### src/rtl/ram_pkg.sv
// Shared constants and state encoding for the 8-entry byte-selectable RAM
// and its write-side loader.
package ram_pkg;

    localparam int BYTES_PER_WORD = 4;
    localparam int DATA_W         = 32;
    localparam int LANE_W         = $clog2(BYTES_PER_WORD);

    typedef enum logic [1:0] {
        ST_IDLE  = 2'd0,
        ST_FILL  = 2'd1,
        ST_WRITE = 2'd2,
        ST_DONE  = 2'd3
    } state_e;

endpackage

### src/rtl/byte_lane_packer.sv
// Byte-to-word packer: lane counter, data shift-in and byte-select mask.
// Define RAM_LOADER_BSWAP_EN to fill lanes from 3 downward (big-endian order).
module byte_lane_packer
    import ram_pkg::*;
(
    input  logic                      clk,
    input  logic                      rst_n,
    input  logic                      clear_i,
    input  logic                      load_i,
    input  logic [7:0]                byte_i,
    output logic [DATA_W-1:0]         data_o,
    output logic [BYTES_PER_WORD-1:0] sel_o,
    output logic                      lane_full_o
);

    logic [LANE_W-1:0]         lane_q, lane_d;
    logic [LANE_W-1:0]         phys_lane;
    logic [DATA_W-1:0]         data_q, data_d;
    logic [BYTES_PER_WORD-1:0] sel_q, sel_d;

`ifdef RAM_LOADER_BSWAP_EN
    assign phys_lane = LANE_W'(BYTES_PER_WORD - 1) - lane_q;
`else
    assign phys_lane = lane_q;
`endif

    // lane_q counts bytes taken; the word is complete once the last slot fills
    assign lane_full_o = (lane_q == LANE_W'(BYTES_PER_WORD - 1));

    assign lane_d = clear_i ? '0 : (load_i ? lane_q + LANE_W'(1) : lane_q);

    // Unwritten lanes keep stale data; only the mask says which bytes are real
    for (genvar gi = 0; gi < BYTES_PER_WORD; gi++) begin : g_lane
        logic hit;
        assign hit = load_i && (phys_lane == LANE_W'(gi));
        assign data_d[gi*8 +: 8] = hit ? byte_i : data_q[gi*8 +: 8];
        assign sel_d[gi]         = clear_i ? 1'b0 : (hit ? 1'b1 : sel_q[gi]);
    end

    always_ff @(posedge clk or negedge rst_n) begin
        if (!rst_n) begin
            lane_q <= '0;
            data_q <= '0;
            sel_q  <= '0;
        end else begin
            lane_q <= lane_d;
            data_q <= data_d;
            sel_q  <= sel_d;
        end
    end

    assign data_o = data_q;
    assign sel_o  = sel_q;

endmodule

### src/rtl/ram_loader.sv
// Packs a valid/ready byte stream into 32-bit words and writes them to the RAM.
// Optional macro RAM_LOADER_BSWAP_EN selects big-endian lane order in the packer.
module ram_loader
    import ram_pkg::*;
#(
    parameter int ADDR_W    = 3,
    parameter int BASE_ADDR = 0
) (
    input  logic                      WR_CLK,
    input  logic                      ARST_N,
    input  logic                      START,
    input  logic [7:0]                IN_BYTE,
    input  logic                      IN_VALID,
    input  logic                      IN_LAST,
    output logic                      IN_READY,
    output logic [ADDR_W-1:0]         WR_ADDR,
    output logic [DATA_W-1:0]         WR_DATA,
    output logic                      WR_EN,
    output logic [BYTES_PER_WORD-1:0] BYTE_SELECT,
    output logic [ADDR_W:0]           WORD_COUNT,
    output logic                      DONE,
    output logic                      OVERFLOW
);

    localparam logic [ADDR_W-1:0] BASE      = ADDR_W'(BASE_ADDR);
    localparam logic [ADDR_W-1:0] LAST_ADDR = '1;

    state_e            state_q, state_d;
    logic [ADDR_W-1:0] addr_q, addr_d;
    logic [ADDR_W:0]   count_q, count_d;
    logic              wr_en_q, wr_en_d;
    logic              done_q, done_d;
    logic              ovf_q, ovf_d;
    logic              last_q, last_d;

    logic handshake;
    logic pack_clear;
    logic lane_full;

    assign handshake = IN_VALID && (state_q == ST_FILL);

    byte_lane_packer u_packer (
        .clk         (WR_CLK),
        .rst_n       (ARST_N),
        .clear_i     (pack_clear),
        .load_i      (handshake),
        .byte_i      (IN_BYTE),
        .data_o      (WR_DATA),
        .sel_o       (BYTE_SELECT),
        .lane_full_o (lane_full)
    );

    always_comb begin
        state_d    = state_q;
        addr_d     = addr_q;
        count_d    = count_q;
        wr_en_d    = wr_en_q;
        done_d     = done_q;
        ovf_d      = ovf_q;
        last_d     = last_q;
        pack_clear = 1'b0;

        case (state_q)
            ST_IDLE, ST_DONE: begin
                if (START) begin
                    state_d    = ST_FILL;
                    addr_d     = BASE;
                    count_d    = '0;
                    done_d     = 1'b0;
                    ovf_d      = 1'b0;
                    last_d     = 1'b0;
                    pack_clear = 1'b1;
                end
            end
            ST_FILL: begin
                if (handshake && (lane_full || IN_LAST)) begin
                    state_d = ST_WRITE;
                    wr_en_d = 1'b1;
                    last_d  = IN_LAST;
                end
            end
            ST_WRITE: begin
                wr_en_d    = 1'b0;
                pack_clear = 1'b1;
                count_d    = count_q + 1'b1;
                if (last_q) begin
                    state_d = ST_DONE;
                    done_d  = 1'b1;
                end else if (addr_q == LAST_ADDR) begin
                    // RAM full: stop rather than wrap onto already-written words
                    state_d = ST_DONE;
                    done_d  = 1'b1;
                    ovf_d   = 1'b1;
                end else begin
                    state_d = ST_FILL;
                    addr_d  = addr_q + 1'b1;
                end
            end
            default: state_d = ST_IDLE;
        endcase
    end

    always_ff @(posedge WR_CLK or negedge ARST_N) begin
        if (!ARST_N) begin
            state_q <= ST_IDLE;
            addr_q  <= BASE;
            count_q <= '0;
            wr_en_q <= 1'b0;
            done_q  <= 1'b0;
            ovf_q   <= 1'b0;
            last_q  <= 1'b0;
        end else begin
            state_q <= state_d;
            addr_q  <= addr_d;
            count_q <= count_d;
            wr_en_q <= wr_en_d;
            done_q  <= done_d;
            ovf_q   <= ovf_d;
            last_q  <= last_d;
        end
    end

    assign IN_READY   = (state_q == ST_FILL);
    assign WR_ADDR    = addr_q;
    assign WR_EN      = wr_en_q;
    assign WORD_COUNT = count_q;
    assign DONE       = done_q;
    assign OVERFLOW   = ovf_q;

endmodule

### config.mk
export PLATFORM = sky130hd
export DESIGN_NAME = ram_loader
export DESIGN_NICKNAME = d
export VERILOG_FILES = /design/src/rtl/ram_pkg.sv /design/src/rtl/byte_lane_packer.sv /design/src/rtl/ram_loader.sv
export SDC_FILE = /design/constraint.sdc
export NUM_CORES = 1
export LEC_CHECK = 0
export CORE_MARGIN = 3
export CORE_UTILIZATION = 35
export DETAILED_ROUTE_END_ITERATION = 10
export GPL_ROUTABILITY_DRIVEN = 0
export SYNTH_ARGS = -nofsm -noshare
export SYNTH_HDL_FRONTEND = slang
export SYNTH_SLANG_ARGS = --single-unit
### constraint.sdc
create_clock -name WR_CLK -period 1.9 [get_ports WR_CLK]
set_clock_uncertainty 0.05 [all_clocks]
set_input_delay 0.19 -clock WR_CLK [delete_from_list [all_inputs] [get_ports WR_CLK]]
set_output_delay 0.19 -clock WR_CLK [all_outputs]
set_load 0.05 [all_outputs]
### Word level (Yosys, flattened, before mapping)

Cells that the tools add are included.

* bits in registers: 51
* latch bits: 0
* memory bits (writable): 0
* bits in read-only memories: 0
* bits of input ports: 13
* output and inout bits: 47
* word-level logic and storage cells: 90
* memories: 0

* $add $sub $neg: 3
* $mul: 0
* div/mod/pow operators: 0
* $lt $le $gt $ge: 0
* eq/ne operators: 13
* shift-type cells: 0
* muxes and demuxes: 33
* bitwise logic cells: 0
* reduce and logical (&&, ||, !) cells: 25

Operator list (count)
* $reduce_bool 2->1: 8
* $mux 1: 15
* $mux 2: 6
* $pmux 1 s2: 5
* $mux 3: 3
* $eq 2x2->1 const B: 4
* $ne 2x2->1 const B: 4
* $pmux 4 s2: 1
* $reduce_and 4->1: 2
* $logic_and 1x1->1: 6
* $pmux 2 s3: 1
* $pmux 3 s2: 1
* $reduce_and 2->1: 3
* $reduce_and 3->1: 2
* $add 4x1->4 const B: 1
* $eq 2x1->1 const B: 2
* $logic_not 2->1: 2
* $mux 4: 1
* $add 3x1->3 const B: 1
* $eq 3x3->1 const B: 1
* $ne 3x3->1 const B: 1
* $add 2x1->2 const B: 1
* $ne 2x1->1 const B: 1
* $reduce_or 2->1: 1
* $logic_or 1x1->1: 1

### Longest topological paths before layout

* depth after elaboration: 5
* gate-level depth with buffers: 6
* depth with buffers taken out: 5

### By module

Synthesis repeated with hierarchy kept, for this count alone.

* cell total of the unflattened synthesis: 171
* area total of the unflattened synthesis: 2248.4 um^2

By module, submodules not included
* byte_lane_packer: times used 1, cells an instance 93, area an instance 1466.4 um^2, seq. area each 950.9 um^2
* ram_loader: times used 1, cells an instance 78, area an instance 782.0 um^2, seq. area each 325.3 um^2

### Worst setup path before layout

No wires, ideal clock.

* path type: register to register
* from: reg state_q[1]
* to: reg u_packer.data_q[24] (netlist: u_packer.data_o[24])
* setup time: 0.125 ns
* data arrival time: 1.822 ns
* required time: 1.725 ns
* path slack: -0.097 ns
* stages on the path, launching flop included: 7
* buffers on the path: 1
* path through: dfrtp_1 -> inv_1 -> ha_1 -> and2_4 -> buf_12 -> nand2_8 -> mux2_4

* cells in the longest elaborated chain, start to end: 3

Ends and longest elaborated chain
* start, declared: line ram_loader.sv:28 `state_e state_q, state_d;`
* start signal, assigned: line ram_loader.sv:113 `state_q <= state_d;`
* $eq 2x1->1
* named net IN_READY: line ram_loader.sv:15 `output logic IN_READY,`
* $logic_and 1x1->1: line ram_loader.sv:40 `assign handshake = IN_VALID && (state_q == ST_FILL);`
* $logic_and 1x1->1: line byte_lane_packer.sv:35 `assign hit = load_i && (phys_lane == LANE_W'(gi));`
* end signal, assigned: line byte_lane_packer.sv:47 `data_q <= data_d;`
* end, declared: line byte_lane_packer.sv:18 `logic [DATA_W-1:0] data_q, data_d;`

The timed path passes the listed nets, and every way through them passes these cells.
A chain may end at the register's enable or synchronous reset.

### Worst setup path in the final report

* from: reg addr_q[0] (netlist: WR_ADDR[0])
* to: reg addr_q[0] (netlist: WR_ADDR[0])

* cells in the longest elaborated chain, start to end: 4

Ends and longest elaborated chain
* start, declared: line ram_loader.sv:29 `logic [ADDR_W-1:0] addr_q, addr_d;`
* start signal, assigned: line ram_loader.sv:114 `addr_q <= addr_d;`
* $add 3x1->3: line ram_loader.sv:96 `addr_d = addr_q + 1'b1;`
* $mux 3: line ram_loader.sv:89 `end else if (addr_q == LAST_ADDR) begin`
* $mux 3: line ram_loader.sv:86 `if (last_q) begin`
* $pmux 3 s2: line ram_loader.sv:63 `case (state_q)`

Parallel ways exist; a longest one is shown, timed or not. The select of a mux whose other input is x is not followed.

==> impl_summary.md <==
Outcome
The flow ran to the end, and the final reports show no timing, DRC or antenna violations.

STA
The number of max-slew violations in the final report came to 0. Setup repair after global routing left no endpoint under its margin. Adding up every negative setup slack in the final design gives 0 ns. The worst max-slew margin expressed relative to the limit is 64.5%.

For the pin with the worst max-slew slack, the measured transition is 0.531 ns. In the finished design, the share of the clock period the worst path needs comes to 93.1%. Timing would allow up to approximately 570 MHz. The number of failing hold endpoints at the final stage is 0.

The least setup slack across all paths after layout is around 0.13 ns. Hold timing on the final database bottoms out at a slack of 0.320 ns. The shortest clock period the worst path allows after layout is 1.77 ns. The final number of setup-violating endpoints is 0.

Die
The die covers 7970 um^2. Measured along the x axis, the die boundary spans between 80 and 90 um. Measured along the y axis, the die boundary spans 89.3 um. The initial core utilization is 37.1%.

The I/O pin total is 60. The core area is 6530 um^2. Row generation in the floorplan step produced 29 rows.

Synth
By area the synthesized netlist is led by dfrtp_1, mux2_4, ha_1. dfrtp_1 is the most common cell in the netlist. The instance count of the mapped netlist is 176. The number of different library cells used by synthesis comes to 34.

The number of nets in the synthesized netlist is approximately 200. The cell area after synthesis is 2430 um^2. Summed over its instances, the top area cell type makes up 52.6% of the synthesized netlist area. The flip-flop and latch count after synthesis is 51. Counting instances in the post-synthesis netlist gives the leading cell types as dfrtp_1, mux2_4, nor2_1. For this run, the register share of the synthesized area comes to between 50% and 60%. The synthesized design contains 0 enable-type register cells.

The Yosys step of the flow raised 0 warnings. The average instance area after synthesis is around 14 um^2. Among all flip-flop cells after synthesis, the most frequent one is dfrtp_1. The most area-hungry cell type in the Yosys netlist is dfrtp_1. The async set-or-reset flop fraction in the synthesized netlist is 100%.

Placed design
The count of buffers inserted at the top-level ports is 59. Prior to clock tree synthesis, the placed netlist has a worst setup slack of around 0.15 ns. The half-perimeter wire length after placement is 3.75 mm.

Route
After detailed routing, the number of remaining DRC violations is 0. The remaining antenna violation count is 0. The total wire length is 5.16 mm. The routed layout has 1,583 vias. The first-pass iteration count of the detailed router is 4.

In the routed layout, each cell is associated on average with a via count of slightly below 5. The routed wirelength normalized by instance count is 16.0 um. The iteration-0 DRC count of the detailed router is 62.

Min path
The type of the tightest min-delay check is in -> async.

CTS
The number of buffers inserted to repair setup after CTS is 0. Counting along the longest clock path gives a buffer depth of 2. Counting the buffers created by CTS gives 5. The latest clock arrival within the worst-skew pair is 0.29 ns. The number of clock sinks seen by CTS is 51. The number of levels the H-tree was split into is 2. The number of hold buffers added after CTS was 1. The clock tree from TritonCTS is done. Clock-pin slew was measured on the worst setup and hold paths at 0.10 ns. The tree is rooted in a clkbuf_8. The post-cts repair resize count is 0.

Global route
The first global-routing pass estimated 8.07 mm of wire. The initial antenna violation count is 0. The largest net degree at the start of global routing is 34. Global routing consumed, over all layers together, 13.4% of the routing resources. For this run the aggregate overflow at the end of global routing stands at 0. The via count of the first global-routing pass was 1,570.

Critical path
The worst setup path is of the reg -> reg kind. STA classifies the critical path startpoint as a flop. The arrival time of data at the critical path endpoint is 1.89 ns. The largest fanout on the critical path is 5. For the worst setup path, the data required time is approximately 2.0 ns. STA classifies the critical path endpoint as a flop.

Layout
In the final design database the tool counted 268 nets. The post-route netlist has 23.6% of its cells at a drive strength greater than 1. The final antenna diode count is 0. Cells fill 49.9% of the core in the end.

The signed area change from the synthesized netlist to the final layout is 34.3%.

Run
The number of max-capacitance violations reported is 0.
-- cells by family (layout without fill, tap and decap cells) --
group,after synthesis,count (layout),share of synthesized area (%)
mux,34,34,20.6
buf+inv,11,81,2.73
flops,51,51,52.6
compound gates,28,28,6.96
simple gates,41,41,11.6
fa+ha+maj,10,10,5.16
xor+xnor,1,1,0.361
-- critical path, cell delays in order, from the launching register on --
cell	delay, ns
dfrtp_2	0.44
ha_1	0.21
ha_1	0.19
or2_2	0.32
o311ai_0	0.36
nor2_1	0.09
-- layer usage --
layer / share of wire, % / GRT usage [%] / vias up
li1: - / - / 763
met1: 48 / 19.2 / 783
met2: 49 / 20.6 / 33
met3: 2.2 / 1.94 / 4
met4: 1.0 / 5.28 / 0
met5: 0 / 0 / -
-- stage by stage --
stage	std cells	instance area (um^2)
2_1_floorplan	176	2430
3_3_place_gp	314	3130
3_5_place_dp	314	3130
4_1_cts	323	3260
5_1_grt	323	3260
6_report	323	3260
-- path summary, 6_finish.rpt --
kind | slack (ns) | depth (start not counted) | to | from
worst max-delay path | 0.13 | 5 | WR_ADDR[0] | WR_ADDR[0]
worst min-delay path | 0.32 | 2 | u_packer.data_o[0] | ARST_N
worst max register to register | 0.13 | 5 | WR_ADDR[0] | WR_ADDR[0]
min in group WR_CLK | 0.46 | 2 | u_packer.sel_o[2] | u_packer.sel_o[2]
worst min register to register | 0.46 | 2 | u_packer.sel_o[2] | u_packer.sel_o[2]
max in group asynchronous | 0.94 | 3 | u_packer.data_o[31] | ARST_N
-- sequential cells by signal, indices dropped and copies added (netlist names) --
signal,cells
OVERFLOW,1
last_q,1
WR_EN,1
u_packer.sel_o,4
u_packer.lane_q,2
WORD_COUNT,4
u_packer.data_o,32
WR_ADDR,3
state_q,2
DONE,1
-- area by class of cell --
type	count	area [um^2]
multi-input combinational	114	1090
clock buffer	6	82.6
timing repair buffer	66	651
tap	77	96.3
fill	579	3270
sequential	51	1280
clock inverter	2	38.8
inverter	7	26.3
-- layout by cell type (no fill, tap or decap), types with 2 or more instances in the layout --
cell / Yosys / final
a21oi_1: 10 / 10
a31oi_1: 3 / 3
buf_4: 0 / 6
clkbuf_8: 0 / 6
clkdlybuf4s50_1: 0 / 57
dfrtp_1: 51 / 49
dfrtp_2: 0 / 2
ha_1: 10 / 9
inv_1: 7 / 7
mux2_4: 32 / 32
mux2i_1: 2 / 2
nand2_1: 6 / 6
nand2_8: 4 / 4
nand2b_1: 3 / 3
nand3_1: 7 / 7
nor2_1: 12 / 12
o21ai_0: 7 / 7
o22ai_1: 2 / 2
Power is not shown: default switching activity piles up to over one toggle a cycle in this logic, so the estimate is an artifact.
